## config.mk

```make
export PLATFORM = sky130hd
export DESIGN_NAME = alu_forwarding_unit
export DESIGN_NICKNAME = d
export VERILOG_FILES = /design/src/rtl/alu_forwarding_unit.sv
export SDC_FILE = /design/constraint.sdc
export NUM_CORES = 1
export LEC_CHECK = 0
export ABC_AREA = 1
export CAP_MARGIN = 20
export CORE_UTILIZATION = 41
export DETAILED_ROUTE_END_ITERATION = 8
export PLACE_DENSITY_LB_ADDON = 0.08
export SYNTH_ARGS = -nofsm -noshare
export SYNTH_HDL_FRONTEND = slang
export SYNTH_SLANG_ARGS = --single-unit
```

## constraint.sdc

```tcl
create_clock -name clk -period 2.5 [get_ports clk]
set_input_delay 0.75 -clock clk [delete_from_list [all_inputs] [get_ports clk]]
set_output_delay 0.75 -clock clk [all_outputs]
set_load 0.01 [all_outputs]
```

## src/rtl/alu_forwarding_unit.sv

```systemverilog
// MEM/WB result pipeline that feeds the ALU operand forward muxes, detects
// load-use hazards and drives the register-file write-back port.
module alu_forwarding_unit #(
  parameter int XLEN = 32,
  parameter int RA_W = 5
) (
  input  logic            clk,
  input  logic            rst,
  input  logic            ex_valid,
  input  logic [RA_W-1:0] ex_rd,
  input  logic            ex_reg_write,
  input  logic            ex_mem_read,
  input  logic [XLEN-1:0] ex_alu_result,
  input  logic            flush,
  input  logic [XLEN-1:0] mem_load_data,
  input  logic [RA_W-1:0] id_rs1,
  input  logic [RA_W-1:0] id_rs2,
  input  logic            id_use_rs1,
  input  logic            id_use_rs2,
  output logic            reg_data_select,
  output logic [XLEN-1:0] fwd_data_a,
  output logic            fwd_sel_b,
  output logic [XLEN-1:0] fwd_data_b,
  output logic            stall,
  output logic            wb_we,
  output logic [RA_W-1:0] wb_rd,
  output logic [XLEN-1:0] wb_data
);

  logic            m_valid, m_we, m_load;
  logic [RA_W-1:0] m_rd;
  logic [XLEN-1:0] m_result;
  logic            w_valid, w_we;
  logic [RA_W-1:0] w_rd;
  logic [XLEN-1:0] w_data;

  always_ff @(posedge clk) begin
    if (rst) begin
      m_valid  <= 1'b0;
      m_we     <= 1'b0;
      m_load   <= 1'b0;
      m_rd     <= '0;
      m_result <= '0;
      w_valid  <= 1'b0;
      w_we     <= 1'b0;
      w_rd     <= '0;
      w_data   <= '0;
    end else begin
      m_valid  <= ex_valid & ~flush;
      // Clearing the write enable for x0 is what keeps x0 from ever forwarding.
      m_we     <= ex_reg_write & (ex_rd != '0);
      m_load   <= ex_mem_read;
      m_rd     <= ex_rd;
      m_result <= ex_alu_result;
      w_valid  <= m_valid;
      w_we     <= m_we;
      w_rd     <= m_rd;
      w_data   <= m_load ? mem_load_data : m_result;
    end
  end

  assign wb_we   = w_valid & w_we;
  assign wb_rd   = w_rd;
  assign wb_data = w_data;

  logic [RA_W-1:0] src [2];
  logic [1:0]      src_used;
  logic [1:0]      fwd_sel;
  logic [XLEN-1:0] fwd_data [2];
  logic [1:0]      load_hit;

  assign src[0]   = id_rs1;
  assign src[1]   = id_rs2;
  assign src_used = {id_use_rs2, id_use_rs1};

  generate
    for (genvar gi = 0; gi < 2; gi++) begin : g_operand
      logic hit_m, hit_w;
      assign hit_m        = m_valid & m_we & (m_rd == src[gi]) & ~m_load;
      assign hit_w        = w_valid & w_we & (w_rd == src[gi]);
      assign load_hit[gi] = m_valid & m_we & m_load & src_used[gi] & (m_rd == src[gi]);
      // A pending load shadows any older WB copy of the same register.
      assign fwd_sel[gi]  = hit_m | (hit_w & ~load_hit[gi]);
      assign fwd_data[gi] = hit_m ? m_result :
                            (hit_w & ~load_hit[gi]) ? w_data : '0;
    end
  endgenerate

  assign stall           = |load_hit;
  assign reg_data_select = fwd_sel[0];
  assign fwd_data_a      = fwd_data[0];
  assign fwd_sel_b       = fwd_sel[1];
  assign fwd_data_b      = fwd_data[1];

endmodule

```

==> results of run 1 <==
critical path, cell delays in order:
cell	delay (ns)
buf_8	0.08
inv_4	0.03
nand2_2	0.05
nand2_2	0.07
nor2_4	0.13
nand3_4	0.10
buf_6	0.15
buf_6	0.11
nor3_4	0.23
buf_6	0.20
nand2_2	0.06
nand2_1	0.08
buf_2	0.14
logic make-up after synthesis:
family	count (synthesis)
simple gates	426
buf+inv	126
flops	79
compound gates	41
xor+xnor	5
timing repair:
action                                  4_1_cts  5_1_grt
endpoints found under the setup margin       67       67
buffers inserted                             34       14
gates cloned                                 11        2
pin swaps                                    66       69
gates resized for setup                     437      126
flip-flops by register name, indices dropped and copies added, names as in the netlist:
register,flops
m_load,1
m_rd,5
m_result,32
m_valid,1
m_we,1
w_valid,1
w_we,1
wb_data,32
wb_rd,5
routing by layer:
metal / track usage (%) / share of wire, %
met1: 32.86 / 38
met3: 6.241 / 6.7
met2: 57.88 / 51
met4: 12.82 / 4.1
met5: 0 / 0
layout make-up:
cell class | instances | area, um2 | area share [%]
repair buffers | 271 | 2785 | 37.15
multi-input cells | 472 | 2416 | 32.23
flip-flops and latches | 79 | 1584 | 21.13
inverters | 94 | 360.3 | 4.806
well taps | 129 | 161.4 | 2.153
clock buffers | 11 | 131.4 | 1.752
clock inverters | 5 | 58.81 | 0.7844
Yosys cell counts:
cell type	count
nor2_1	190
nand3_1	4
inv_2	3
nand2_1	222
buf_6	1
xnor2_1	2
nor3_1	2
o22ai_1	5
nand3_4	1
o311ai_0	1
nor3_4	1
buf_1	5
inv_1	91
nor2_4	2
nor2_2	4
buf_2	8
dfxtp_1	79
xor2_1	3
buf_4	9
clkbuf_1	9
o21ai_0	35
report_power, final:
part           leakage (nW)  total [mW]  internal [mW]  switching, mW
combinational          3.03       0.541          0.294          0.247
sequential            0.656        1.38           1.33         0.0536
clock                0.0895       0.929          0.462          0.467
path summary, 6_finish.rpt:
kind | from | to | slack, ns
setup / recovery | id_rs1[0] | fwd_data_a[10] | -0.45
hold / removal | m_valid | w_valid | 0.42
setup reg to reg | m_load | wb_data[4] | 1.31
hold reg to reg | m_valid | w_valid | 0.42
metrics by stage:
step | setup slack, ns | setup TNS, ns | cell area (um2)
floorplan | 0.04944 | 0 | 4023
global placement | -1.044 | -66.98 | 6200
detailed placement | -1.085 | -69.55 | 6200
CTS | -0.4295 | -22.52 | 7044
global route | -0.5079 | -26.97 | 7497
finish | -0.4517 | -22.32 | 7497
==> results by group, run 1 <==
Run status
  – Status: complete, but fails checks
  – Failing checks: negative setup slack

Floorplanning
  – I/O pins: 192
  – Chip Height: 101.1 um
  – Core Rows: 35
  – Die Wd: 101.1 um
  – Die area: 10210 um2
  – Initial Utilization: 42.92%
  – Core area: 9371 um2

Synthesis
  – Share of Yosys cell area claimed by the top area cell type: 39.32%
  – Netlist cell types: 21
  – Adder-Cell Fraction of Synth Area: 0%
  – Yosys Warn Count: 0
  – Synth top area cells: dfxtp_1 39%, nand2_1 21%, nor2_1 18%
  – Multiplexer share of the synthesized area: 0%
  – Register bit count reported by yosys: 79
  – Syn avg cell area: 5.942 um2
  – Syn Nets: 764
  – Largest area contributor in the netlist: dfxtp_1
  – Largest family of logic cells by synthesized area: simple AND/OR/NAND/NOR gates
  – Mapped Cells: 677
  – Complex-gate fraction of the synthesized area: 5.350%
  – Synth Area in Simple Gates: 41.21%
  – Register area share after synthesis: 39.32%
  – Post-synthesis instance area: 4023 um2
  – Synth Area in XOR/XNOR: 1.089%

STA
  – Worst-margin pin slew: 0.4203 ns
  – Final worst path period need: 2.952 ns
  – Unrepaired setup endpoints after global routing: true
  – Slew Limit Fails: 0
  – Final hold vios: 0
  – Final Cycle Share: 118.1%
  – Setup-failing EPs final: 67
  – Relative slew slack: 71.98%
  – Final worst setup slack: -0.4517 ns
  – Worst Hold Slack: 0.4203 ns
  – Fmax: 338.8 MHz
  – Clock skew: 0.01114 ns

CTS
  – CTS H-tree lvls: 3
  – Clk slew on worst S/H paths: 0.07 ns
  – Hold-fix buffers, CTS: 0
  – Root buffer cell: clkbuf_8
  – CTS tree: built
  – Skew-Pair Late Insertion Delay: 0.35 ns
  – CTS Buffer Depth: 2
  – TritonCTS buffer count: 9
  – Clk sinks: 79

Layout
  – Fin util: 80.00%
  – Number of diodes: 0
  – Most common cell after layout, fill and taps aside: nand2_1
  – NumNets Final: 1014
  – Most frequent cells in the layout: 149 x nand2_1, 147 x nor2_1, 113 x clkdlybuf4s50_1
  – Post-route insts no fill: 1061
  – Layout area overhead: 86.38%
  – Layout fillers: 643
  – Share of cells above drive strength 1: 34.12%

Drt
  – Routed Wire Length: 16190 um
  – Routed via count: 5159
  – Pre-Repair DR Iteration Count: 5
  – Routed Antenna Nets: 0
  – DR WL/cell: 15.26 um
  – Residual DRC: 0
  – DR vias/cell: 4.862
  – Initial DRC Count: 183

Global routing
  – Number of global-route vias before repair: 5134
  – First-pass GRT wire length: 24230 um
  – Total global-route track usage: 30.65%
  – Antenna violations before repair: 0
  – Total gr overflow: 0
  – Largest net degree at the start of global routing: 33

Worst setup path
  – Max Fanout on Critical Path: 6
  – Setup crit end kind: output pin
  – Crit path DAT: 2.20 ns
  – Critical Path RT: 1.75 ns
  – Critical path type: in2out
  – Startpoint Class: input pin
  – Worst r2r path cells: 4

Placed design
  – Port bufs: 191
  – DP Wirelength: 9304 um
  – # placed instances: 994
  – Routability cong.: 0.9240

Run
  – Max-Cap Viols: 0

Worst hold path
  – Hold WC Path Type: reg2reg
  – Hold path cells: 2

Power
  – Leak: 3.778 nW
  – Total Power: 2.855 mW
  – Max VDD drop: 0.2891 mV
  – Power Dens Cells: 380.7 nW/um2
Power figures use the tool's default switching activity.
==> run 2: changes to the inputs <==
--- a/config.mk
+++ b/config.mk
@@ -7,7 +7,7 @@
 export LEC_CHECK = 0
 export ABC_AREA = 1
 export CAP_MARGIN = 20
-export CORE_UTILIZATION = 41
+export CORE_UTILIZATION = 37
 export DETAILED_ROUTE_END_ITERATION = 8
 export PLACE_DENSITY_LB_ADDON = 0.08
 export SYNTH_ARGS = -nofsm -noshare
==> constraint.sdc (replaced) <==
create_clock -name clk -period 2.43 [get_ports clk]
set_input_delay 0.729 -clock clk [delete_from_list [all_inputs] [get_ports clk]]
set_output_delay 0.729 -clock clk [all_outputs]
set_load 0.01 [all_outputs]
==> run 2 against run 1 <==
Effect of this change: the run still ends with negative setup slack left; cell count grew 0.19%; clock power grew 21%; non-clock buffer count decreased by 5; critical path depth is 2 higher; register-to-register slack improved by 0.04 ns; clock-buffer cell count rose by 2; clock skew decreased by 0.0045 ns; global-route usage down 3.3 points; core utilization is 4.4 points lower; largest power group unchanged.
==> results by group, run 2 (synthesis results as in run 1) <==
Run status
  – Status: complete, but fails checks
  – Failing checks: negative setup slack

Run
  – Max-Cap Viols: 0

Floorplanning
  – Core Rows: 37
  – Chip Height: 106.3 um
  – Die area: 11290 um2
  – Core area: 10420 um2
  – Die Wd: 106.3 um
  – Initial Utilization: 38.62%
  – I/O pins: 192

Worst setup path
  – Setup crit end kind: output pin
  – Critical Path RT: 1.70 ns
  – RR Startpoint: m_load
  – Critical path type: in2out
  – R2r setup slk: 1.35 ns
  – Worst r2r path cells: 4
  – Crit path DAT: 2.17 ns
  – Crit. Startpoint: id_rs2[1]
  – Max Fanout on Critical Path: 6
  – Startpoint Class: input pin
  – R2R Path End: wb_data[10]
  – Critical path capture point: fwd_data_b[11]

Drt
  – Routed Antenna Nets: 0
  – DR WL/cell: 15.07 um
  – Pre-Repair DR Iteration Count: 5
  – Initial DRC Count: 232
  – Residual DRC: 0
  – DR vias/cell: 4.780
  – Routed Wire Length: 16020 um
  – Routed via count: 5081

STA
  – Final worst setup slack: -0.4713 ns
  – Clock skew: 0.006611 ns
  – Setup-failing EPs final: 67
  – Slew Limit Fails: 0
  – Worst-margin pin slew: 0.5348 ns
  – Final worst path period need: 2.901 ns
  – Final Cycle Share: 119.4%
  – Relative slew slack: 64.34%
  – Final hold vios: 0
  – Unrepaired setup endpoints after global routing: true
  – Fmax: 344.7 MHz

Layout
  – Multi-input combinational cell area: 2671 um2
  – Layout area overhead: 95.83%
  – Share of cells above drive strength 1: 38.40%
  – Most common cell after layout, fill and taps aside: nor2_1
  – Register area: 1585 um2
  – Most frequent cells in the layout: 150 x nor2_1, 113 x clkdlybuf4s50_1, 106 x nand2_1
  – Post-route insts no fill: 1063
  – Layout fillers: 751
  – Number of diodes: 0
  – Final Instance Area: 7878 um2
  – NumNets Final: 1009

Placed design
  – Routability cong.: 0.8919
  – DP Wirelength: 9304 um
  – # placed instances: 998
  – Placed cell areas: 6208 um2
  – Port bufs: 191

Global routing
  – Largest net degree at the start of global routing: 46
  – Total global-route track usage: 27.36%
  – Number of global-route vias before repair: 4980
  – Total gr overflow: 0
  – Antenna violations before repair: 0
  – First-pass GRT wire length: 23840 um

CTS
  – Skew-Pair Late Insertion Delay: 0.36 ns
  – Clk slew on worst S/H paths: 0.07 ns
  – Clk sinks: 79
  – CTS Buffer Depth: 2
  – Hold-fix buffers, CTS: 0
  – TritonCTS buffer count: 9
  – CTS tree: built
  – Root buffer cell: clkbuf_8
  – CTS H-tree lvls: 3

Power
  – Max VDD drop: 0.2424 mV
  – Power Dens Cells: 393.4 nW/um2
  – Leak: 4.075 nW

Worst hold path
  – Hold Crit Start: m_we
  – Hold WC Path Type: reg2reg
[run 2: cell count changes in the layout (fill, tap and decap cells not counted), moves of 3 or more]
cell,before,now
buf_12,15,18
buf_2,49,33
buf_4,27,24
buf_6,52,57
buf_8,7,13
nand2_1,149,106
nand2_2,62,80
nand2_4,11,36
nor2_1,147,150
nor2_2,27,19
nor2_4,22,27
[run 2: what timing repair did]
| action | 4_1_cts | 5_1_grt |
|---|---|---|
| endpoints found under the setup margin | 67 | 67 |
| cloned | 10 | 1 |
| setup buffers | 29 | 16 |
| gates resized for setup | 408 | 252 |
| endpoints found under the hold margin | 0 | 0 |
| pin swaps | 71 | 76 |
[run 2: routing by layer]
| metal | global-route usage (%) | share of wire [%] |
|---|---|---|
| met1 | 31.64 | 40 |
| met2 | 47.22 | 50 |
| met3 | 4.782 | 6.7 |
| met4 | 15.97 | 3.6 |
| met5 | 0 | 0 |
[run 2: area by class of cell]
type	instances	area share (%)
clock buffer	13	2.017
multi-input combinational	472	33.91
timing repair buffer	266	36.42
tap	136	2.160
inverter	94	4.543
sequential	79	20.12
clock inverter	3	0.8259
[run 2: per-stage QoR]
stage | utilization [%] | TNS [ns] | power, mW | hold WS [ns] | setup slack [ns]
2_1_floorplan | - | 0 | 1.629 | 0.4031 | 0.02144
5_1_grt | 75.63 | -27.23 | 3.223 | 0.4482 | -0.5514
6_report | 75.63 | -23.29 | 3.099 | 0.4258 | -0.4713
3_3_place_gp | 59.60 | -70.36 | 1.904 | 0.4112 | -1.092
3_5_place_dp | 59.60 | -73.11 | 1.912 | 0.4164 | -1.152
4_1_cts | 67.75 | -24.74 | 3.049 | 0.4269 | -0.4333
[run 2: worst min-delay path by stage]
stage               to  depth (start not counted)  slack, ns
5_1_grt        w_valid                          2       0.45
2_1_floorplan  w_valid                          2       0.40
3_5_place_dp      w_we                          2       0.42
4_1_cts           w_we                          2       0.43
6_report          w_we                          2       0.43
3_3_place_gp      w_we                          2       0.41
[run 2: worst max-delay path, cell delays in order]
cell	delay (ns)
buf_6	0.08
inv_2	0.03
nand2_1	0.06
nand2_1	0.07
nor2_2	0.11
nand3_2	0.13
nor2_4	0.15
buf_12	0.11
buf_12	0.11
buf_12	0.12
buf_16	0.13
nor2_1	0.05
nand2_1	0.07
nand2_1	0.06
buf_2	0.14
[run 2: where the power goes]
group	switching, mW	leakage [nW]	total, mW	internal, mW
combinational	0.257	3.30	0.556	0.299
sequential	0.0567	0.657	1.43	1.37
clock	0.482	0.114	1.12	0.635
==> run 3: changes to the inputs <==
--- a/config.mk
+++ b/config.mk
@@ -10,6 +10,7 @@
 export CORE_UTILIZATION = 37
 export DETAILED_ROUTE_END_ITERATION = 8
 export PLACE_DENSITY_LB_ADDON = 0.08
+export REMOVE_ABC_BUFFERS = 1
 export SYNTH_ARGS = -nofsm -noshare
 export SYNTH_HDL_FRONTEND = slang
 export SYNTH_SLANG_ARGS = --single-unit
==> run 3 against run 2 <==
Effect of this change: the run still ends with negative setup slack left; cell area shrank 8.0%; clock-buffer cell count down 2; cell count rose by 0.56%; die area is the same; via count shrank 1.1%; clock skew up 0.0041 ns.
==> results by group, run 3 (synthesis results as in run 1) <==
Power
  – Total Power: 2.832 mW
  – Max VDD drop: 0.3015 mV
  – Leak: 3.701 nW
  – Power Dens Cells: 390.6 nW/um2

Drt
  – Routed via count: 5025
  – Pre-Repair DR Iteration Count: 5
  – Initial DRC Count: 207
  – Routed Antenna Nets: 0
  – Routed Wire Length: 16260 um
  – Residual DRC: 0
  – DR vias/cell: 4.701
  – DR WL/cell: 15.21 um

CTS
  – Clk sinks: 79
  – CTS Buffer Depth: 2
  – Root buffer cell: clkbuf_8
  – CTS tree: built
  – Hold-fix buffers, CTS: 0
  – Clk slew on worst S/H paths: 0.08 ns
  – Skew-Pair Late Insertion Delay: 0.35 ns
  – CTS H-tree lvls: 3
  – TritonCTS buffer count: 9

Run status
  – Status: complete, but fails checks
  – Failing checks: negative setup slack

STA
  – Final worst path period need: 2.937 ns
  – Fmax: 340.5 MHz
  – Worst-margin pin slew: 0.4467 ns
  – Clock skew: 0.01074 ns
  – Worst Hold Slack: 0.4150 ns
  – Final Cycle Share: 120.9%
  – Fin Setup TNS: -27.29 ns
  – Slew Limit Fails: 0
  – Setup-failing EPs final: 67
  – Final worst setup slack: -0.5068 ns
  – Unrepaired setup endpoints after global routing: true
  – Relative slew slack: 70.22%
  – Final hold vios: 0

Floorplanning
  – I/O pins: 192
  – Die Wd: 106.3 um
  – Core area: 10420 um2
  – Die area: 11290 um2
  – Core Rows: 37
  – Initial Utilization: 38.62%
  – Chip Height: 106.3 um

Global routing
  – Largest net degree at the start of global routing: 35
  – Total global-route track usage: 28.23%
  – First-pass GRT wire length: 24630 um
  – Antenna violations before repair: 0
  – Number of global-route vias before repair: 4980
  – Total gr overflow: 0

Worst hold path
  – Hold WC Path Type: reg2reg

Placed design
  – Pre-CTS setup slack: -1.107 ns
  – Routability cong.: 0.8433
  – DP Wirelength: 9428 um
  – # placed instances: 1001
  – Placed cell areas: 6196 um2
  – Port bufs: 191

Layout
  – Final Instance Area: 7251 um2
  – Fin util: 69.61%
  – NumNets Final: 1015
  – Layout area overhead: 80.25%
  – Share of cells above drive strength 1: 29.90%
  – Number of diodes: 0
  – Post-route insts no fill: 1069
  – Most frequent cells in the layout: 169 x nand2_1, 169 x nor2_1, 112 x clkdlybuf4s50_1

Worst setup path
  – Slowest Stage Delay on Critical Path: 0.27 ns
  – Worst path cell trace: buf_8 > nand2_1 > nand2_2 > nor2_2 > nand3_2 > buf_6 > nor2_4 > nor2_4 > buf_12 > bufbuf_16 > nand2_1 > nand2_1 > buf_2
  – Setup crit end kind: output pin
  – Critical Path RT: 1.70 ns
  – Critical path type: in2out
  – Max Fanout on Critical Path: 6
  – Crit path DAT: 2.21 ns
  – Startpoint Class: input pin
  – Critical path's slowest cell: bufbuf_16
  – CP bufs+invs: 5
  – Most numerous cell on the critical path: nand2_1
  – Top delay family on crit path: buffers and inverters

Run
  – Max-Cap Viols: 0
[run 3: changes by cell type in the layout (fill, tap and decap cells not counted), sizes merged]
cell,previous run,this run
buf,151,155
bufinv,2,0
clkinv,1,3
clkinvlp,0,2
bufbuf,0,1
clkbuf,15,14
clkdlybuf4s50,113,112
dlygate4sd2,0,1
[run 3: power by group]
| part | switching [mW] | total [mW] | internal [mW] |
|---|---|---|---|
| combinational | 0.234 | 0.518 | 0.284 |
| sequential | 0.0516 | 1.42 | 1.37 |
| clock | 0.495 | 0.893 | 0.398 |
| total | 0.781 | 2.83 | 2.05 |
[run 3: tightest hold or removal path: stages (launching register included)]
cell and delay, ns:
dfxtp_1 0.31, inv_1 0.05, nor2_1 0.03
[run 3: layout make-up]
type | instances | area [um2]
clock buffer | 11 | 141.4
clock inverter | 5 | 33.78
fill | 871 | 3166
inverter | 94 | 355.3
multi-input combinational | 472 | 2190
sequential | 79 | 1587
tap | 136 | 170.2
timing repair buffer | 272 | 2774
[run 3: final timing paths]
check / from / depth (start not counted) / slack (ns) / to
setup / recovery: id_rs2[1] / 13 / -0.51 / fwd_data_b[14]
hold / removal: m_we / 2 / 0.41 / w_we
setup reg to reg: m_load / 4 / 1.27 / wb_data[2]
hold reg to reg: m_we / 2 / 0.41 / w_we
[run 3: per-layer routing]
layer  up-vias  part of all wire (%)  track usage (%)
met2       209                    51            51.16
met4         0                   3.0            12.50
met3        42                   6.8            4.598
met1      2287                    40            32.37
met5         -                     0                0
li1       2487                     -                -
[run 3: timing repair]
| action | 4_1_cts | 5_1_grt |
|---|---|---|
| pin swaps | 62 | 20 |
| gates resized for setup | 424 | 64 |
| setup buffers | 30 | 8 |
| cloned | 13 | 4 |
| setup endpoints to repair | 67 | 67 |
